File: config.mk
export PLATFORM = sky130hd
export DESIGN_NAME = lsu_align_flat
export DESIGN_NICKNAME = d
export VERILOG_FILES = /design/src/rtl/lsu_align_if.sv /design/src/rtl/lsu_align.sv /design/src/flat_wrapper.sv
export SDC_FILE = /design/constraint.sdc
export NUM_CORES = 1
export LEC_CHECK = 0
export CAP_MARGIN = 20
export CORE_MARGIN = 1
export CORE_UTILIZATION = 39
export DETAILED_ROUTE_END_ITERATION = 8
export PLACE_DENSITY = 0.79
export SLEW_MARGIN = 20
export SYNTH_ARGS = -nofsm -noshare
export SYNTH_HDL_FRONTEND = slang
export SYNTH_SLANG_ARGS = --single-unit
File: constraint.sdc
create_clock -name clk -period 3.1 [get_ports clk]
set_input_delay 0.31 -clock clk [delete_from_list [all_inputs] [get_ports clk]]
set_output_delay 0.31 -clock clk [all_outputs]
set_load 0.02 [all_outputs]
File: src/rtl/lsu_align_if.sv
// Pipeline-request and data-memory signals of the load/store alignment unit.
interface lsu_align_if;
  logic        req_valid;
  logic        req_we;
  logic [2:0]  req_size;
  logic [31:0] req_addr;
  logic [31:0] req_wdata;
  logic        stall;
  logic        resp_valid;
  logic [31:0] resp_rdata;
  logic        fault;
  logic        mem_we;
  logic [31:0] mem_addr;
  logic [31:0] mem_wd;
  logic [31:0] mem_rd;

  modport master (
    output req_valid, req_we, req_size, req_addr, req_wdata, mem_rd,
    input  stall, resp_valid, resp_rdata, fault, mem_we, mem_addr, mem_wd
  );

  modport slave (
    input  req_valid, req_we, req_size, req_addr, req_wdata, mem_rd,
    output stall, resp_valid, resp_rdata, fault, mem_we, mem_addr, mem_wd
  );
endinterface

File: src/rtl/lsu_align.sv
// Load/store alignment unit: byte/half/word accesses onto a word-wide dmem,
// splitting word-crossing accesses into two cycles or faulting them.
module lsu_align #(
  parameter bit MISALIGN_EN = 1'b1
) (
  input  logic        clk,
  input  logic        rst,
  lsu_align_if.slave  bus
);

  localparam logic [0:0] IDLE   = 1'b0;
  localparam logic [0:0] SECOND = 1'b1;

  logic [0:0]  r_state;
  logic [0:0]  w_state_nxt;
  logic [23:0] r_cap;

  logic [1:0]  w_off;
  logic [2:0]  w_nbytes;
  logic [3:0]  w_bmask;
  logic        w_illegal;
  logic        w_cross;
  logic [5:0]  w_sh;
  logic [31:0] w_word_a;
  logic [7:0]  w_lanes;
  logic [63:0] w_wd64;
  logic [63:0] w_rd64;
  logic [31:0] w_load_raw;
  logic [31:0] w_load_ext;
  logic [3:0]  w_mlanes;
  logic [31:0] w_mdata;
  logic [31:0] w_merged;

  assign w_off    = bus.req_addr[1:0];
  assign w_sh     = {1'b0, w_off, 3'b000};
  assign w_word_a = {bus.req_addr[31:2], 2'b00};

  always_comb begin
    w_nbytes = 3'd4;
    w_bmask  = 4'b1111;
    case (bus.req_size[1:0])
      2'b00:   begin w_nbytes = 3'd1; w_bmask = 4'b0001; end
      2'b01:   begin w_nbytes = 3'd2; w_bmask = 4'b0011; end
      default: begin w_nbytes = 3'd4; w_bmask = 4'b1111; end
    endcase
  end

  assign w_illegal = (bus.req_size inside {3'b011, 3'b110, 3'b111}) ||
                     (bus.req_we && bus.req_size[2]);
  assign w_cross   = (({1'b0, w_off} + w_nbytes) > 3'd4);

  // Byte lanes and store data laid out over the two-word window {A+4, A}.
  assign w_lanes = 8'({4'b0000, w_bmask} << w_off);
  assign w_wd64  = {32'h0, bus.req_wdata} << w_sh;

  // The capture holds bytes 1..3 of word A, so the same shift by the offset
  // extracts the load from either a single word or the reassembled pair.
  assign w_rd64     = (r_state == SECOND) ? {bus.mem_rd, r_cap, 8'h00}
                                          : {32'h0, bus.mem_rd};
  assign w_load_raw = 32'(w_rd64 >> w_sh);

  always_comb begin
    case (bus.req_size[1:0])
      2'b00:   w_load_ext = {{24{~bus.req_size[2] & w_load_raw[7]}},  w_load_raw[7:0]};
      2'b01:   w_load_ext = {{16{~bus.req_size[2] & w_load_raw[15]}}, w_load_raw[15:0]};
      default: w_load_ext = w_load_raw;
    endcase
  end

  assign w_mlanes = (r_state == SECOND) ? w_lanes[7:4] : w_lanes[3:0];
  assign w_mdata  = (r_state == SECOND) ? w_wd64[63:32] : w_wd64[31:0];

  always_comb begin
    w_merged = bus.mem_rd;
    for (int unsigned i = 0; i < 4; i++) begin
      if (w_mlanes[i]) w_merged[8*i +: 8] = w_mdata[8*i +: 8];
    end
  end

  always_comb begin
    w_state_nxt    = IDLE;
    bus.stall      = 1'b0;
    bus.resp_valid = 1'b0;
    bus.resp_rdata = '0;
    bus.fault      = 1'b0;
    bus.mem_we     = 1'b0;
    bus.mem_addr   = w_word_a;
    bus.mem_wd     = w_merged;
    if (!rst && bus.req_valid) begin
      if (r_state == SECOND) begin
        bus.mem_addr   = w_word_a + 32'd4;
        bus.mem_we     = bus.req_we;
        bus.resp_valid = 1'b1;
        if (!bus.req_we) bus.resp_rdata = w_load_ext;
      end else if (w_illegal || (w_cross && !MISALIGN_EN)) begin
        bus.fault      = 1'b1;
        bus.resp_valid = 1'b1;
      end else if (w_cross) begin
        bus.stall   = 1'b1;
        bus.mem_we  = bus.req_we;
        w_state_nxt = SECOND;
      end else begin
        bus.mem_we     = bus.req_we;
        bus.resp_valid = 1'b1;
        if (!bus.req_we) bus.resp_rdata = w_load_ext;
      end
    end
  end

  always_ff @(posedge clk) begin
    if (rst) begin
      r_state <= IDLE;
      r_cap   <= '0;
    end else begin
      r_state <= w_state_nxt;
      if (w_state_nxt == SECOND && !bus.req_we) r_cap <= bus.mem_rd[31:8];
    end
  end

endmodule

File: src/flat_wrapper.sv
// flat-port wrapper written by rule: the top's interface ports become plain ports
module lsu_align_flat 
#(
  parameter bit MISALIGN_EN = 1'b1
)
  (clk, rst, bus_req_valid, bus_req_we, bus_req_size, bus_req_addr, bus_req_wdata, bus_mem_rd, bus_stall, bus_resp_valid, bus_resp_rdata, bus_fault, bus_mem_we, bus_mem_addr, bus_mem_wd);
  lsu_align_if bus_i ();
  input  logic clk;
  input  logic rst;
  input wire logic [$bits(bus_i.req_valid)-1:0] bus_req_valid;
  input wire logic [$bits(bus_i.req_we)-1:0] bus_req_we;
  input wire logic [$bits(bus_i.req_size)-1:0] bus_req_size;
  input wire logic [$bits(bus_i.req_addr)-1:0] bus_req_addr;
  input wire logic [$bits(bus_i.req_wdata)-1:0] bus_req_wdata;
  input wire logic [$bits(bus_i.mem_rd)-1:0] bus_mem_rd;
  output wire logic [$bits(bus_i.stall)-1:0] bus_stall;
  output wire logic [$bits(bus_i.resp_valid)-1:0] bus_resp_valid;
  output wire logic [$bits(bus_i.resp_rdata)-1:0] bus_resp_rdata;
  output wire logic [$bits(bus_i.fault)-1:0] bus_fault;
  output wire logic [$bits(bus_i.mem_we)-1:0] bus_mem_we;
  output wire logic [$bits(bus_i.mem_addr)-1:0] bus_mem_addr;
  output wire logic [$bits(bus_i.mem_wd)-1:0] bus_mem_wd;
  assign bus_i.req_valid = bus_req_valid;
  assign bus_i.req_we = bus_req_we;
  assign bus_i.req_size = bus_req_size;
  assign bus_i.req_addr = bus_req_addr;
  assign bus_i.req_wdata = bus_req_wdata;
  assign bus_i.mem_rd = bus_mem_rd;
  assign bus_stall = bus_i.stall;
  assign bus_resp_valid = bus_i.resp_valid;
  assign bus_resp_rdata = bus_i.resp_rdata;
  assign bus_fault = bus_i.fault;
  assign bus_mem_we = bus_i.mem_we;
  assign bus_mem_addr = bus_i.mem_addr;
  assign bus_mem_wd = bus_i.mem_wd;
  lsu_align #(.MISALIGN_EN(MISALIGN_EN)) u_core (.clk(clk), .rst(rst), .bus(bus_i));
endmodule
# Yosys cells after proc, flatten, opt, wreduce, memory -nomap -nowiden
# Cells that the tools add are included.
[classes]
addsub = 2
n_lt_le_gt_ge = 1
n_eq_ne = 4
n_shift = 3
n_mux = 31
bitwise = 3
n_reduce_logical = 8
[op_table]
columns = ["operator", "count"]
rows = [
  ["2-to-1 mux 32 bit", 8],
  ["2-to-1 mux 64 bit", 1],
  ["one-hot mux 32 bit (2 select lines)", 1],
  ["<< shifter 32 x 5 -> 64 bit", 1],
  ["right shift 64 x 5 -> 32 bit", 1],
  ["adder 32 x 3 -> 32 bit, second input constant", 1],
  ["2-to-1 mux 8 bit", 4],
  ["2-to-1 mux 1 bit", 14],
  ["one-hot mux 4 bit (2 select lines)", 1],
  ["<< shifter 4 x 2 -> 8 bit", 1],
  ["equality test 3 bit, second input constant", 2],
  ["one-hot mux 3 bit (2 select lines)", 1],
  ["2-to-1 mux 4 bit", 1],
  ["adder 2 x 3 -> 3 bit", 1],
  ["equality test 3 x 2 -> 1 bit, second input constant", 1],
  ["greater-than comparator 3 bit, second input constant", 1],
  ["logical AND 1 bit", 3],
  ["nonzero test 3 bit", 1],
  ["bitwise AND 1 bit", 2],
  ["equality test 2 x 1 -> 1 bit, second input constant", 1],
  ["zero test 1 bit", 2],
  ["zero test 2 bit", 1],
  ["logical OR 1 bit", 1],
  ["NOT 1 bit", 1],
]
[totals]
register_bits = 25
inputBits = 103
word_cells = 54

# Depth between registers and ports, before layout
[logic_depth]
word_depth = 9
mapped_depth = 13
mapped_depth_nobuf = 9

# Least setup slack after synthesis
# No wires, ideal clock.
[synth_timing]
path_type = "input to output"
startpoint = "in bus_req_size[1]"
endpoint = "out bus_resp_rdata[16]"
t_arrival_ns = 2.913
setup_slack_ns = -0.123
cell_stages = 13
path_buffers = 4
cell_sequence = "clkbuf_1 nor2_1 ha_1 inv_1 fa_1 xor2_1 a211oi_1 or3_1 buf_2 or3_1 buf_2 buf_6 o211ai_2"
[synth_between]
elab_chain_cells = 8
word_cells_on_any_way = 16
[synth_rtl]
columns = ["element", "line", "source"]
rows = [
  ["from (decl)", "flat_wrapper.sv:12", "input wire logic [$bits(bus_i.req_size)-1:0] bus_req_size;"],
  ["equality test 2 x 1 -> 1 bit or zero test 2 bit (tied branches)", "lsu_align.sv:41, lsu_align.sv:63", ""],
  ["one-hot mux 3 bit (2 select lines)", "lsu_align.sv:41", "case (bus.req_size[1:0])"],
  ["adder 2 x 3 -> 3 bit", "lsu_align.sv:50", "assign w_cross = (({1'b0, w_off} + w_nbytes) > 3'd4);"],
  ["greater-than comparator 3 bit", "lsu_align.sv:50", ""],
  ["2-to-1 mux 32 bit", "lsu_align.sv:98", "end else if (w_cross) begin"],
  ["2-to-1 mux 32 bit", "lsu_align.sv:95", "end else if (w_illegal || (w_cross && !MISALIGN_EN)) begin"],
  ["2-to-1 mux 32 bit *", "lsu_align.sv:90", "if (r_state == SECOND) begin"],
  ["2-to-1 mux 32 bit *", "lsu_align.sv:89", "if (!rst && bus.req_valid) begin"],
  ["to (decl)", "flat_wrapper.sv:18", "output wire logic [$bits(bus_i.resp_rdata)-1:0] bus_resp_rdata;"],
]
# Mark *: on every way between the ends. The rest lies on a longest branch, timed or not.

# Worst setup path in the final report
[layout_timing]
startpoint = "in bus_req_size[1]"
endpoint = "out bus_resp_rdata[25]"
# Same word-level chain as after synthesis.

==> run_results.csv <==
group,metric,value,unit
sta,layout_setup_ws,0.0560,ns
yosys,synthCells,573,
global_routing,grt_pass1_wl,28600,um
detailed_routing,route.detailed.drc,0,
worst_hold_path,hold_depth,2,
cts,path_clk_slew,0.10,ns
yosys,synth_top_cell_by_area,"mux2i_1",
floorplanning,die_x,108,um
floorplanning,die_h,108,um
cts,post-cts-setup-buffer-count,0,
yosys,synth_area_leaders,"mux2i_1 25%, dfxtp_1 11%, mux2_2 6.9%",
sta,period_share,0.982,
cts,numCtsBuffers,3,
worst_hold_path,hold_path.class,"reg -> reg",
pwr,p_leak,3.06,nW
status,status,"complete, no violations",
worst_setup_path,max_stage_delay,0.41,ns
finish,postLayoutCellArea,6820,um2
worst_setup_path,reg2reg_from,"u_core.r_state",
cts,numClockSinks,25,
placement,place_area,6790,um2
worst_setup_path,start_kind,"input port",
worst_setup_path,cp_data_arrival_time,2.73,ns
yosys,syn-mean-instance-area,7.66,um2
detailed_routing,wirelength,18900,um
detailed_routing,ant_nets,0,
floorplanning,ios,203,
sta,tns,0,ns
global_routing,grt_max_degree,52,
sta,rsz0062_at_grt,"true",
sta,relSlewSlack,0.574,
worst_setup_path,worstSetupPathType,"in -> out",
worst_setup_path,r2r_slack,1.52,ns
yosys,synth_top_area_frac,0.246,
placement,portBuffers,200,
worst_setup_path,end_kind,"output port",
placement,dp_slack,-0.638,ns
global_routing,grt-ovfl-total,0,
floorplanning,core,10900,um2
cts,cts_hold_buf,0,
worst_setup_path,cp_cell_sequence,"clkdlybuf4s15_1, nor2_2, ha_1, inv_1, fa_2, xor2_1, a211oi_1, or3_1, or3_4, buf_4, o21ai_0, buf_2",
yosys,synth_edf_count,0,
detailed_routing,via_per_inst,6.14,
floorplanning,die_area,11700,um2
sta,hold_viol,0,
sta,setup_viol,0,
detailed_routing,post_drt_wl_per_cell,20.4,um
yosys,synth_cell_type_count,52,
global_routing,antenna_found_initial,0,
cts,cts_max_path_buffers,2,
worst_hold_path,worstHoldStart,"u_core.r_cap[14]",
worst_setup_path,worstRegToRegCells,6,
worst_setup_path,r2r-end,"u_core.r_cap[23]",
job,drv_cap,0,
cts,cts_tree,"built",
detailed_routing,vias,5696,
sta,final_max_slew_viol_count,0,
global_routing,grt_pass1_vias,5591,
yosys,ys_async_sr_fraction,0,
sta,period_needed,3.04,ns
placement,dp_hpwl,14500,um
yosys,synth.most_common_cell,"mux2i_1",
yosys,synth-seq-cells,25,
worst_setup_path,crit_slowest_cell,"or3_1",
detailed_routing,first_pass_iters,7,
yosys,yosysSeqAreaShare,0.114,
sta,worstMarginPinSlew,0.637,ns
sta,max_freq,329,MHz
yosys,ys.flop_type,"dfxtp_1",
worst_setup_path,cp.required,2.79,ns
finish,num_antenna_cells,0,
floorplanning,num_rows,38,
finish,area_growth,55.3,%
pwr,vdd_drop_max,0.138,mV
worst_setup_path,cp_top_family,"simple AND/OR/NAND/NOR gates",
finish,utilization,0.626,
worst_hold_path,worstHoldEndpoint,"u_core.r_cap[14]",
sta,finClkSkew,0.00291,ns
yosys,synth_area,4390,um2
finish,fillers,934,
worst_setup_path,cp_num_buf_inv,4,
finish,drive_gt1_frac,0.175,
pwr,p_per_area,217,nW/um2
floorplanning,initial_core_util,0.403,
cts,root_buffer,"clkbuf_8",
worst_setup_path,critPathMaxFanout,4,
yosys,synth_commonest_cells,"108 x mux2i_1, 73 x nor2_1, 48 x nand2_1",
yosys,yosysWarnings,0,
global_routing,grt_util_all_layers,0.314,
cts,cts.htree.levels,1,
detailed_routing,dr.first_iter.drc_count,464,
placement,place_congestion,0.959,
cts,clock_latency,0.28,ns
finish,nets,895,
==> per-layer routing <==
metal / global-route usage / vias up / part of all wire
li1: - / 2536 / -
met1: 0.366 / 2679 / 0.37
met2: 0.552 / 396 / 0.47
met3: 0.0470 / 85 / 0.099
met4: 0.165 / 0 / 0.055
met5: 0 / - / 0
==> tightest hold or removal path: cells and delay by family (launching register included) <==
kind	cells	cell delay, ns
flip-flops	1	0.36
AND/OR/NAND/NOR	1	0.07
multiplexers	1	0.08
==> registers in the layout, summed over array words and instances (netlist names) <==
signal / flops
u_core.r_cap: 24
u_core.r_state: 1
==> cells by family after synthesis <==
group,count (synthesis),synth area share
and+or+nand+nor,180,0.190
muxes,145,0.359
AOI/OAI and AO/OA,135,0.203
buffers and inverters,53,0.0596
xor gates and xnor gates,30,0.0598
DFF,25,0.114
adders and majority gates,4,0.0131
other,1,0.000854
==> how the worst max path moves through the flow <==
stage	startpoint	endpoint	slack, ns	depth (start not counted)
floorplan	bus_req_size[1]	bus_resp_rdata[16]	0.01	13
global placement	bus_req_size[0]	bus_resp_rdata[16]	-0.57	12
detailed placement	bus_req_size[0]	bus_resp_rdata[16]	-0.64	12
CTS	bus_req_addr[13]	bus_mem_addr[28]	0.009	8
global route	bus_req_size[1]	bus_resp_rdata[25]	-0.06	12
finish	bus_req_size[1]	bus_resp_rdata[25]	0.06	12
==> placed cells by master, fill, tap and decap left out, types with 9 or more instances in the layout <==
cell type          n
a21oi_1           36
a22oi_1           15
buf_2             14
buf_4             54
clkdlybuf4s50_1  153
dfxtp_1           24
dlygate4sd2_1     18
dlymetal6s2s_1     9
mux2_2            27
mux2i_1          108
nand2_1           48
nand3_1            9
nor2_1            71
nor3_1            12
o211ai_2           9
o21ai_0           31
o22ai_1           16
xnor2_1           22
==> what timing repair did <==
| action | CTS | global route |
|---|---|---|
| pin swaps | 0 | 2 |
| gates resized for setup | 88 | 22 |
| gates cloned | 0 | 1 |
| setup endpoints to repair | 35 | 30 |
| hold endpoints to repair | 0 | 0 |
==> report_power, final <==
group | switching (mW) | leakage (nW) | internal (mW)
logic | 0.477 | 2.83 | 0.459
clock network | 0.119 | 0.0217 | 0.0916
registers | 0.00659 | 0.203 | 0.326
==> through the flow <==
| step | std cells | hold WS [ns] | total power, mW |
|---|---|---|---|
| 4_1_cts | 926 | 0.536 | 1.47 |
| 2_1_floorplan | 574 | 0.454 | 0.804 |
| 3_3_place_gp | 922 | 0.496 | 1.25 |
| 5_1_grt | 927 | 0.566 | 1.54 |
| 6_report | 927 | 0.535 | 1.48 |
| 3_5_place_dp | 922 | 0.512 | 1.27 |
==> layout make-up <==
| type | instances | area (um2) | share of cell area |
|---|---|---|---|
| sequential | 25 | 504 | 0.0739 |
| clock buffer | 3 | 41.3 | 0.00606 |
| tap | 140 | 175 | 0.0257 |
| multi-input combinational | 496 | 3650 | 0.535 |
| timing repair buffer | 256 | 2420 | 0.354 |
| clock inverter | 1 | 7.51 | 0.00110 |
| inverter | 6 | 22.5 | 0.00330 |
Power figures use the tool's default switching activity.
